[src/rtl/hood_output_driver.sv]
`default_nettype none
// ============================================================================
// Module   : hood_output_driver
// Brief    : Range-hood actuator driver: ramped fan PWM, gear/status LEDs,
//            blinking countdown LED and a multi-beep cleaning-reminder buzzer.
// Revision : 1.0 - initial release
// ============================================================================
module hood_output_driver #(
    parameter int         PWM_PRESCALE = 4,
    parameter int         RAMP_TICK    = 100000,
    parameter logic [7:0] DUTY_1       = 8'd85,
    parameter logic [7:0] DUTY_2       = 8'd170,
    parameter logic [7:0] DUTY_3       = 8'd255,
    parameter logic [7:0] DUTY_CLEAN   = 8'd128,
    parameter int         BLINK_HALF   = 50000000,
    parameter int         TONE_HALF    = 25000,
    parameter int         BEEP_ON      = 20000000,
    parameter int         BEEP_OFF     = 20000000,
    parameter int         BEEP_COUNT   = 3
) (
    input  logic       clk,
    input  logic       reset,
    input  logic       power_state,
    input  logic [2:0] mode,
    input  logic       countdown,
    input  logic       cleaning_reminder,
    output logic       fan_pwm,
    output logic [7:0] fan_duty,
    output logic [3:0] gear_led,
    output logic       countdown_led,
    output logic       remind_led,
    output logic       buzzer,
    output logic       mode_err
);

    localparam int c_PRE_W   = (PWM_PRESCALE > 1) ? $clog2(PWM_PRESCALE) : 1;
    localparam int c_RAMP_W  = (RAMP_TICK > 1)    ? $clog2(RAMP_TICK)    : 1;
    localparam int c_BLINK_W = (BLINK_HALF > 1)   ? $clog2(BLINK_HALF)   : 1;
    localparam int c_TONE_W  = (TONE_HALF > 1)    ? $clog2(TONE_HALF)    : 1;
    localparam int c_TMR_MAX = (BEEP_ON > BEEP_OFF) ? BEEP_ON : BEEP_OFF;
    localparam int c_TMR_W   = (c_TMR_MAX > 1)    ? $clog2(c_TMR_MAX)    : 1;
    localparam int c_BN_W    = $clog2(BEEP_COUNT + 1);

    localparam logic [c_PRE_W-1:0]   c_PRE_LAST   = c_PRE_W'(PWM_PRESCALE - 1);
    localparam logic [c_RAMP_W-1:0]  c_RAMP_LAST  = c_RAMP_W'(RAMP_TICK - 1);
    localparam logic [c_BLINK_W-1:0] c_BLINK_LAST = c_BLINK_W'(BLINK_HALF - 1);
    localparam logic [c_TONE_W-1:0]  c_TONE_LAST  = c_TONE_W'(TONE_HALF - 1);
    localparam logic [c_TMR_W-1:0]   c_ON_LAST    = c_TMR_W'(BEEP_ON - 1);
    localparam logic [c_TMR_W-1:0]   c_OFF_LAST   = c_TMR_W'(BEEP_OFF - 1);
    localparam logic [c_BN_W-1:0]    c_BEEP_TOT   = c_BN_W'(BEEP_COUNT);

    typedef enum logic [1:0] {
        S_IDLE = 2'd0,
        S_ON   = 2'd1,
        S_OFF  = 2'd2
    } state_t;

    logic                 w_clr;
    logic [7:0]           w_target;
    logic [3:0]           w_gear;
    logic                 w_illegal;
    logic                 w_rise;

    logic [7:0]           r_duty;
    logic [c_RAMP_W-1:0]  r_ramp_cnt;
    logic [c_PRE_W-1:0]   r_pre_cnt;
    logic [7:0]           r_pwm_cnt;
    logic                 r_fan_pwm;
    logic [3:0]           r_gear_led;
    logic                 r_mode_err;
    logic [c_BLINK_W-1:0] r_blink_cnt;
    logic                 r_phase;
    logic                 r_cd_led;
    logic                 r_rem_q;

    state_t               r_state,  w_state_nxt;
    logic [c_BN_W-1:0]    r_beep_n, w_beep_n_nxt;
    logic [c_TMR_W-1:0]   r_tmr,    w_tmr_nxt;
    logic [c_TONE_W-1:0]  r_tone,   w_tone_nxt;
    logic                 r_buzzer, w_buzzer_nxt;

    assign w_clr = ~reset | ~power_state;
    assign w_rise = cleaning_reminder & ~r_rem_q;

    always_comb begin
        w_target  = 8'd0;
        w_gear    = 4'b0000;
        w_illegal = 1'b0;
        case (mode)
            3'b000: ;
            3'b001: begin w_target = DUTY_1;     w_gear = 4'b0001; end
            3'b010: begin w_target = DUTY_2;     w_gear = 4'b0010; end
            3'b100: begin w_target = DUTY_3;     w_gear = 4'b0100; end
            3'b111: begin w_target = DUTY_CLEAN; w_gear = 4'b1000; end
            default: w_illegal = 1'b1;
        endcase
    end

    always_ff @(posedge clk) begin
        if (w_clr) begin
            r_duty      <= 8'd0;
            r_ramp_cnt  <= '0;
            r_pre_cnt   <= '0;
            r_pwm_cnt   <= 8'd0;
            r_fan_pwm   <= 1'b0;
            r_gear_led  <= 4'b0000;
            r_mode_err  <= 1'b0;
            r_blink_cnt <= '0;
            r_phase     <= 1'b0;
            r_cd_led    <= 1'b0;
            r_rem_q     <= 1'b0;
        end else begin
            r_gear_led <= w_gear;
            r_mode_err <= w_illegal;
            r_rem_q    <= cleaning_reminder;

            // Free-running ramp tick; a target change only affects direction.
            if (r_ramp_cnt == c_RAMP_LAST) begin
                r_ramp_cnt <= '0;
                if (r_duty < w_target) begin
                    r_duty <= r_duty + 8'd1;
                end else if (r_duty > w_target) begin
                    r_duty <= r_duty - 8'd1;
                end
            end else begin
                r_ramp_cnt <= r_ramp_cnt + c_RAMP_W'(1);
            end

            if (r_pre_cnt == c_PRE_LAST) begin
                r_pre_cnt <= '0;
                r_pwm_cnt <= r_pwm_cnt + 8'd1;
            end else begin
                r_pre_cnt <= r_pre_cnt + c_PRE_W'(1);
            end
            r_fan_pwm <= (r_duty == 8'hFF) || (r_pwm_cnt < r_duty);

            if (!countdown) begin
                r_blink_cnt <= '0;
                r_phase     <= 1'b1;
                r_cd_led    <= 1'b0;
            end else begin
                r_cd_led <= r_phase;
                if (r_blink_cnt == c_BLINK_LAST) begin
                    r_blink_cnt <= '0;
                    r_phase     <= ~r_phase;
                end else begin
                    r_blink_cnt <= r_blink_cnt + c_BLINK_W'(1);
                end
            end
        end
    end

    always_ff @(posedge clk) begin
        if (w_clr) begin
            r_state  <= S_IDLE;
            r_beep_n <= '0;
            r_tmr    <= '0;
            r_tone   <= '0;
            r_buzzer <= 1'b0;
        end else begin
            r_state  <= w_state_nxt;
            r_beep_n <= w_beep_n_nxt;
            r_tmr    <= w_tmr_nxt;
            r_tone   <= w_tone_nxt;
            r_buzzer <= w_buzzer_nxt;
        end
    end

    always_comb begin
        w_state_nxt  = r_state;
        w_beep_n_nxt = r_beep_n;
        w_tmr_nxt    = r_tmr;
        w_tone_nxt   = r_tone;
        w_buzzer_nxt = r_buzzer;
        // A dropped reminder silences the alert from any state.
        if (!cleaning_reminder) begin
            w_state_nxt  = S_IDLE;
            w_buzzer_nxt = 1'b0;
        end else begin
            case (r_state)
                S_IDLE: begin
                    w_buzzer_nxt = 1'b0;
                    if (w_rise) begin
                        w_state_nxt  = S_ON;
                        w_beep_n_nxt = '0;
                        w_tmr_nxt    = '0;
                        w_tone_nxt   = '0;
                    end
                end
                S_ON: begin
                    if (r_tmr == c_ON_LAST) begin
                        w_state_nxt  = S_OFF;
                        w_buzzer_nxt = 1'b0;
                        w_tmr_nxt    = '0;
                    end else begin
                        w_tmr_nxt = r_tmr + c_TMR_W'(1);
                        if (r_tone == c_TONE_LAST) begin
                            w_tone_nxt   = '0;
                            w_buzzer_nxt = ~r_buzzer;
                        end else begin
                            w_tone_nxt = r_tone + c_TONE_W'(1);
                        end
                    end
                end
                S_OFF: begin
                    w_buzzer_nxt = 1'b0;
                    if (r_tmr == c_OFF_LAST) begin
                        w_tmr_nxt    = '0;
                        w_beep_n_nxt = r_beep_n + c_BN_W'(1);
                        if (w_beep_n_nxt == c_BEEP_TOT) begin
                            w_state_nxt = S_IDLE;
                        end else begin
                            w_state_nxt = S_ON;
                            w_tone_nxt  = '0;
                        end
                    end else begin
                        w_tmr_nxt = r_tmr + c_TMR_W'(1);
                    end
                end
                default: begin
                    w_state_nxt  = S_IDLE;
                    w_buzzer_nxt = 1'b0;
                end
            endcase
        end
    end

    assign fan_pwm       = r_fan_pwm;
    assign fan_duty      = r_duty;
    assign gear_led      = r_gear_led;
    assign countdown_led = r_cd_led;
    assign remind_led    = r_rem_q;
    assign buzzer        = r_buzzer;
    assign mode_err      = r_mode_err;

endmodule
`default_nettype wire

[config.mk]
export PLATFORM = sky130hd
export DESIGN_NAME = hood_output_driver
export DESIGN_NICKNAME = d
export VERILOG_FILES = /design/src/rtl/hood_output_driver.sv
export SDC_FILE = /design/constraint.sdc
export NUM_CORES = 1
export LEC_CHECK = 0
export CORE_UTILIZATION = 40
export DETAILED_ROUTE_END_ITERATION = 10
export DONT_BUFFER_PORTS = 1
export RECOVER_POWER = 25
export REMOVE_ABC_BUFFERS = 1
export SLEW_MARGIN = 20
export SYNTH_ARGS = -nofsm -noshare
export SYNTH_HDL_FRONTEND = slang
export SYNTH_SLANG_ARGS = --single-unit
[constraint.sdc]
create_clock -name clk -period 9.9 [get_ports clk]
set_input_delay 0.99 -clock clk [delete_from_list [all_inputs] [get_ports clk]]
set_output_delay 0.99 -clock clk [all_outputs]
set_load 0.005 [all_outputs]
* Word-level counts from Yosys, hierarchy flattened
Index checks and enable logic that the tools add are counted.
** Word-level totals
- Bits in registers :: 115
- Bits in latches :: 0
- Output and inout port bits :: 17
- ROM bits :: 0
- Memories kept :: 0
- Word-level logic and storage cells :: 101
- Memory bits (writable) :: 0
** Operators by class
- Shift-type cells :: 0
- $lt $le $gt $ge :: 3
- Bitwise gates (word level) :: 10
- Reduce and logical (&&, ||, !) cells :: 20
- $mul :: 0
- Add/subtract/negate cells :: 9
- Equality and inequality tests :: 19
- Multiplexer cells :: 24
- Divide/modulo/power cells :: 0
** Operator list (count)
- $mux W15 :: 5
- $mux W25 :: 2
- $pmux W25 S2 :: 1
- $pmux W15 S3 :: 1
- $pmux W8 S4 :: 1
- $add A26 B1 Y26 const B :: 1
- $eq A26 B26 Y1 const B :: 1
- $add A25 B1 Y25 const B :: 1
- $eq A25 B25 Y1 const B :: 1
- $add A17 B1 Y17 const B :: 1
- $eq A17 B17 Y1 const B :: 1
- $add A8 B1 Y8 const B :: 2
- $lt A8 B8 Y1 :: 2
- $mux W8 :: 2
- $pmux W4 S4 :: 1
- $add A15 B1 Y15 const B :: 1
- $eq A15 B15 Y1 const B :: 1
- $mux W2 :: 5
- $ne A2 B2 Y1 const B :: 5
- $reduce_or A2 Y1 :: 5
- $eq A8 B8 Y1 const B :: 1
- $gt A8 B8 Y1 :: 1
- $not A1 Y1 :: 8
- $sub A8 B1 Y8 const B :: 1
- 24 further kinds :: 34

* Longest topological paths before layout
- Depth after elaboration :: 5
- Depth in mapped cells :: 15

* Least setup slack after synthesis
Ideal clock, no wire load.
- Path type :: input to register
- Start point :: in mode[0]
- End point :: reg r_duty[7] (netlist: fan_duty[7])
- Stages :: 13
- Slack :: 5.655 ns
- Setup time :: 0.072 ns
- Data arrival time :: 4.173 ns
- Cell sequence :: fa_1 > or3b_2 > ha_1 > o211ai_1 > a21oi_1 > nand2b_1 > ha_1 > nand3_1 > o211ai_1 > o41ai_1 > or3_1 > a21oi_1 > mux2i_1
** Between the ends
- Cells in the longest elaborated chain, start to end :: 5
** Ends and longest elaborated chain
- start, declared :: line 24 : input logic [2:0] mode,
- $eq A3 B3 Y1, or another cell as far along :: line 89 : case (mode)
- $pmux W8 S4 * :: line 89
- $lt A8 B8 Y1 or $gt A8 B8 Y1 (tied branches) :: line 120, 122
- $reduce_bool A2 Y1 (no line)
- $reduce_and A2 Y1 (no line)
- end signal, assigned :: line 121 : r_duty <= r_duty + 8'd1;
- end signal, assigned :: line 123 : r_duty <= r_duty - 8'd1;
- end, declared :: line 64 : logic [7:0] r_duty;
Every way passes the cells marked *; elsewhere a longest branch is shown, timed or not.
A chain may end at the register's enable or synchronous reset.

* Worst setup path after layout
Ends and elaborated chain as after synthesis.

==> flow_summary.ini <==
[synthesis]
syn_area_per_cell_sq_um = 8.64
synth_cell_types = 56
synth-seq-cells = 115
synth_flop_cell = dfxtp_1
async_flop_share = 0
synth_edf_count = 0
synthCells = 673
seq_area_frac_synth = 0.396
netlist_area_sq_um = 5810
synth_warnings = 0

[setup_path]
slowest_delay_ps = 570
crit_path_start_kind = input port
critPathKind = input port to flip-flop
reg2reg_from = fan_duty[1]$_SDFFE_PP0P_
crit_path_cell_trace = fa_1, or3b_2, ha_1, o211ai_1, a21oi_1, nand2b_1, ha_1, a21oi_1, o211ai_1, o41ai_1, o21ai_0, a21oi_1, mux2i_1
crit_path_end_kind = flip-flop
crit_slowest_cell = fa_1
startpoint = mode[0]
crit_path_max_fanout = 7
cp.required_ps = 10250
crit_path_frequent_cell = a21oi_1
cp.arrival_ps = 4560

[clocking]
clkTransAtPathRegs_ps = 50
ctsResizeCount = 0
post_cts.repair.setup_buffers = 0
cts_tree = built
cts.path.max_buffers = 2
clock_latency_ps = 420
clock_sinks = 115
numCtsBuffers = 17
cts_hold_buffers = 0
ctsRootBufferMaster = clkbuf_16
htreeDepth = 4

[sta]
worst_slew_pin_slew_ps = 1540
layout_setup_ws_ps = 5690
finalHoldViolCount = 0
slew_violations = 33
fin_crit_sh = 0.425
final.min_clock_period_ps = 4210
tns_ps = 0
setup_violations = 0
slew_headroom = -0.0285
fmax_ghz = 0.238
worst_clock_skew_ps = 15.7
rsz0062_at_grt = no

[floorplanning]
die_w_um = 123
io_pins = 25
start_util = 0.414
die_y_um = 123
rows = 43
dieArea_sq_um = 15000
core_sq_um = 14000

[power_and_ir_drop]
ir_drop_mv = 0.132
static-leakage-power_nw = 2.28
cellPowerDensity_nw_per_um2 = 178

[grt]
antenna_found_initial = 0
grt_first_pass_wirelength_um = 20500
globalRouteTotalUtil = 0.175
grt_pass1_vias = 4573
grt_start_max_net_pins = 33
overflow = 0

[finish]
instances_no_fill = 872
nNetsFinal = 721
num_antenna_cells = 0
final_layout_size_suffix_gt1_frac = 0.0621
layout_commonest_cell = dfxtp_1
synthToLayoutAreaGrowth_pct = 14.0
fin_util = 0.472
layout_common_cells = 115 x dfxtp_1, 106 x nor2_1, 51 x nand2_1, 44 x xor2_1

[placed_design]
port_buffers = 0
dp.cells = 840
dpl_worst_slack_ps = 5310
hpwl_um = 8480
place_congestion = 0.859

[outcome]
violations = capacitance limit, slew limit
status = finished, violations left

[route]
drtAntennaViolNets = 0
first_pass_iters = 5
num_vias = 4695
initialDrtViolationCount = 325
wirelength_um = 12100
viasPerCell = 5.38
drc_errors = 0
detail_route.wl_per_cell_um = 13.8

[run]
maxCapViolCount = 1

[min_path]
min-delay-start = r_pre_cnt[0]$_SDFF_PP0_
hold_class = flip-flop to flip-flop
cells by family after synthesis:
kind of cell | synth area share
and+or+nand+nor | 0.274
DFF | 0.396
AOI/OAI and AO/OA | 0.0992
xor gates and xnor gates | 0.117
buffers and inverters | 0.0295
adders and majority gates | 0.0757
muxes | 0.00861
through the flow:
| stage | total power, mW | cell area (sq um) | hold WS (ps) |
|---|---|---|---|
| floorplan | 0.512 | 5750 | 404 |
| global route | 1.23 | 6630 | 442 |
| CTS | 1.20 | 6640 | 434 |
| finish | 1.18 | 6630 | 434 |
| detailed placement | 0.523 | 5990 | 426 |
| global placement | 0.521 | 5990 | 414 |
routing by layer:
layer | vias up | GRT usage | wire length [um]
met1 | 2212 | 0.202 | 5640
met5 | - | 0 | 0
met2 | 86 | 0.294 | 5820
met4 | 0 | 0.0739 | 210
li1 | 2379 | - | -
met3 | 18 | 0.0572 | 394
layout make-up:
| class | count | area (sq um) |
|---|---|---|
| Clock inverter | 12 | 203 |
| Inverter | 28 | 105 |
| Clock buffer | 20 | 447 |
| Multi-Input combinational cell | 515 | 3340 |
| Tap cell | 180 | 225 |
| Sequential cell | 115 | 2300 |
| Fill cell | 1364 | 7410 |
| Timing Repair Buffer | 2 | 7.51 |
cells in the mapped netlist, types with 11 or more instances:
library cell / number / area, sq um
a21oi_1: 28 / 140
xnor2_1: 34 / 298
nand4_1: 26 / 163
nand3_1: 34 / 170
nor4_1: 12 / 75.1
clkbuf_1: 11 / 41.3
ha_1: 32 / 400
dfxtp_1: 115 / 2300
nor2_1: 106 / 398
o21ai_0: 24 / 120
nand2_1: 51 / 191
and3_1: 20 / 125
xor2_1: 44 / 385
inv_1: 28 / 105
sequential cells by signal (all words and copies together), names as in the netlist:
| signal | flops |
|---|---|
| r_state | 2 |
| r_pre_cnt | 2 |
| r_phase | 1 |
| remind_led | 1 |
| buzzer | 1 |
| r_ramp_cnt | 17 |
| r_pwm_cnt | 8 |
| gear_led | 4 |
| fan_duty | 8 |
| countdown_led | 1 |
| fan_pwm | 1 |
| r_tmr | 25 |
| r_blink_cnt | 26 |
| r_beep_n | 2 |
| mode_err | 1 |
| r_tone | 15 |
final timing paths:
path / end / slack, ps / cells past startpoint
worst max-delay path: fan_duty[7]$_SDFFE_PP0P_ / 5690 / 13
worst min-delay path: r_pre_cnt[0]$_SDFF_PP0_ / 430 / 1
worst max register to register: fan_duty[7]$_SDFFE_PP0P_ / 6620 / 12
worst min register to register: r_pre_cnt[0]$_SDFF_PP0_ / 430 / 1
critical path, delay by kind of cell:
family	cells	cell delay [ps]
AOI/OAI and AO/OA	7	1340
adders and majority gates	3	1200
and+or+nand+nor	2	840
muxes	1	190
where the power goes:
| part | internal (mW) | switching, mW |
|---|---|---|
| clock | 0.453 | 0.217 |
| sequential | 0.465 | 0.00156 |
| combinational | 0.0167 | 0.0296 |
No activity file was read; power rests on OpenSTA's default activity.
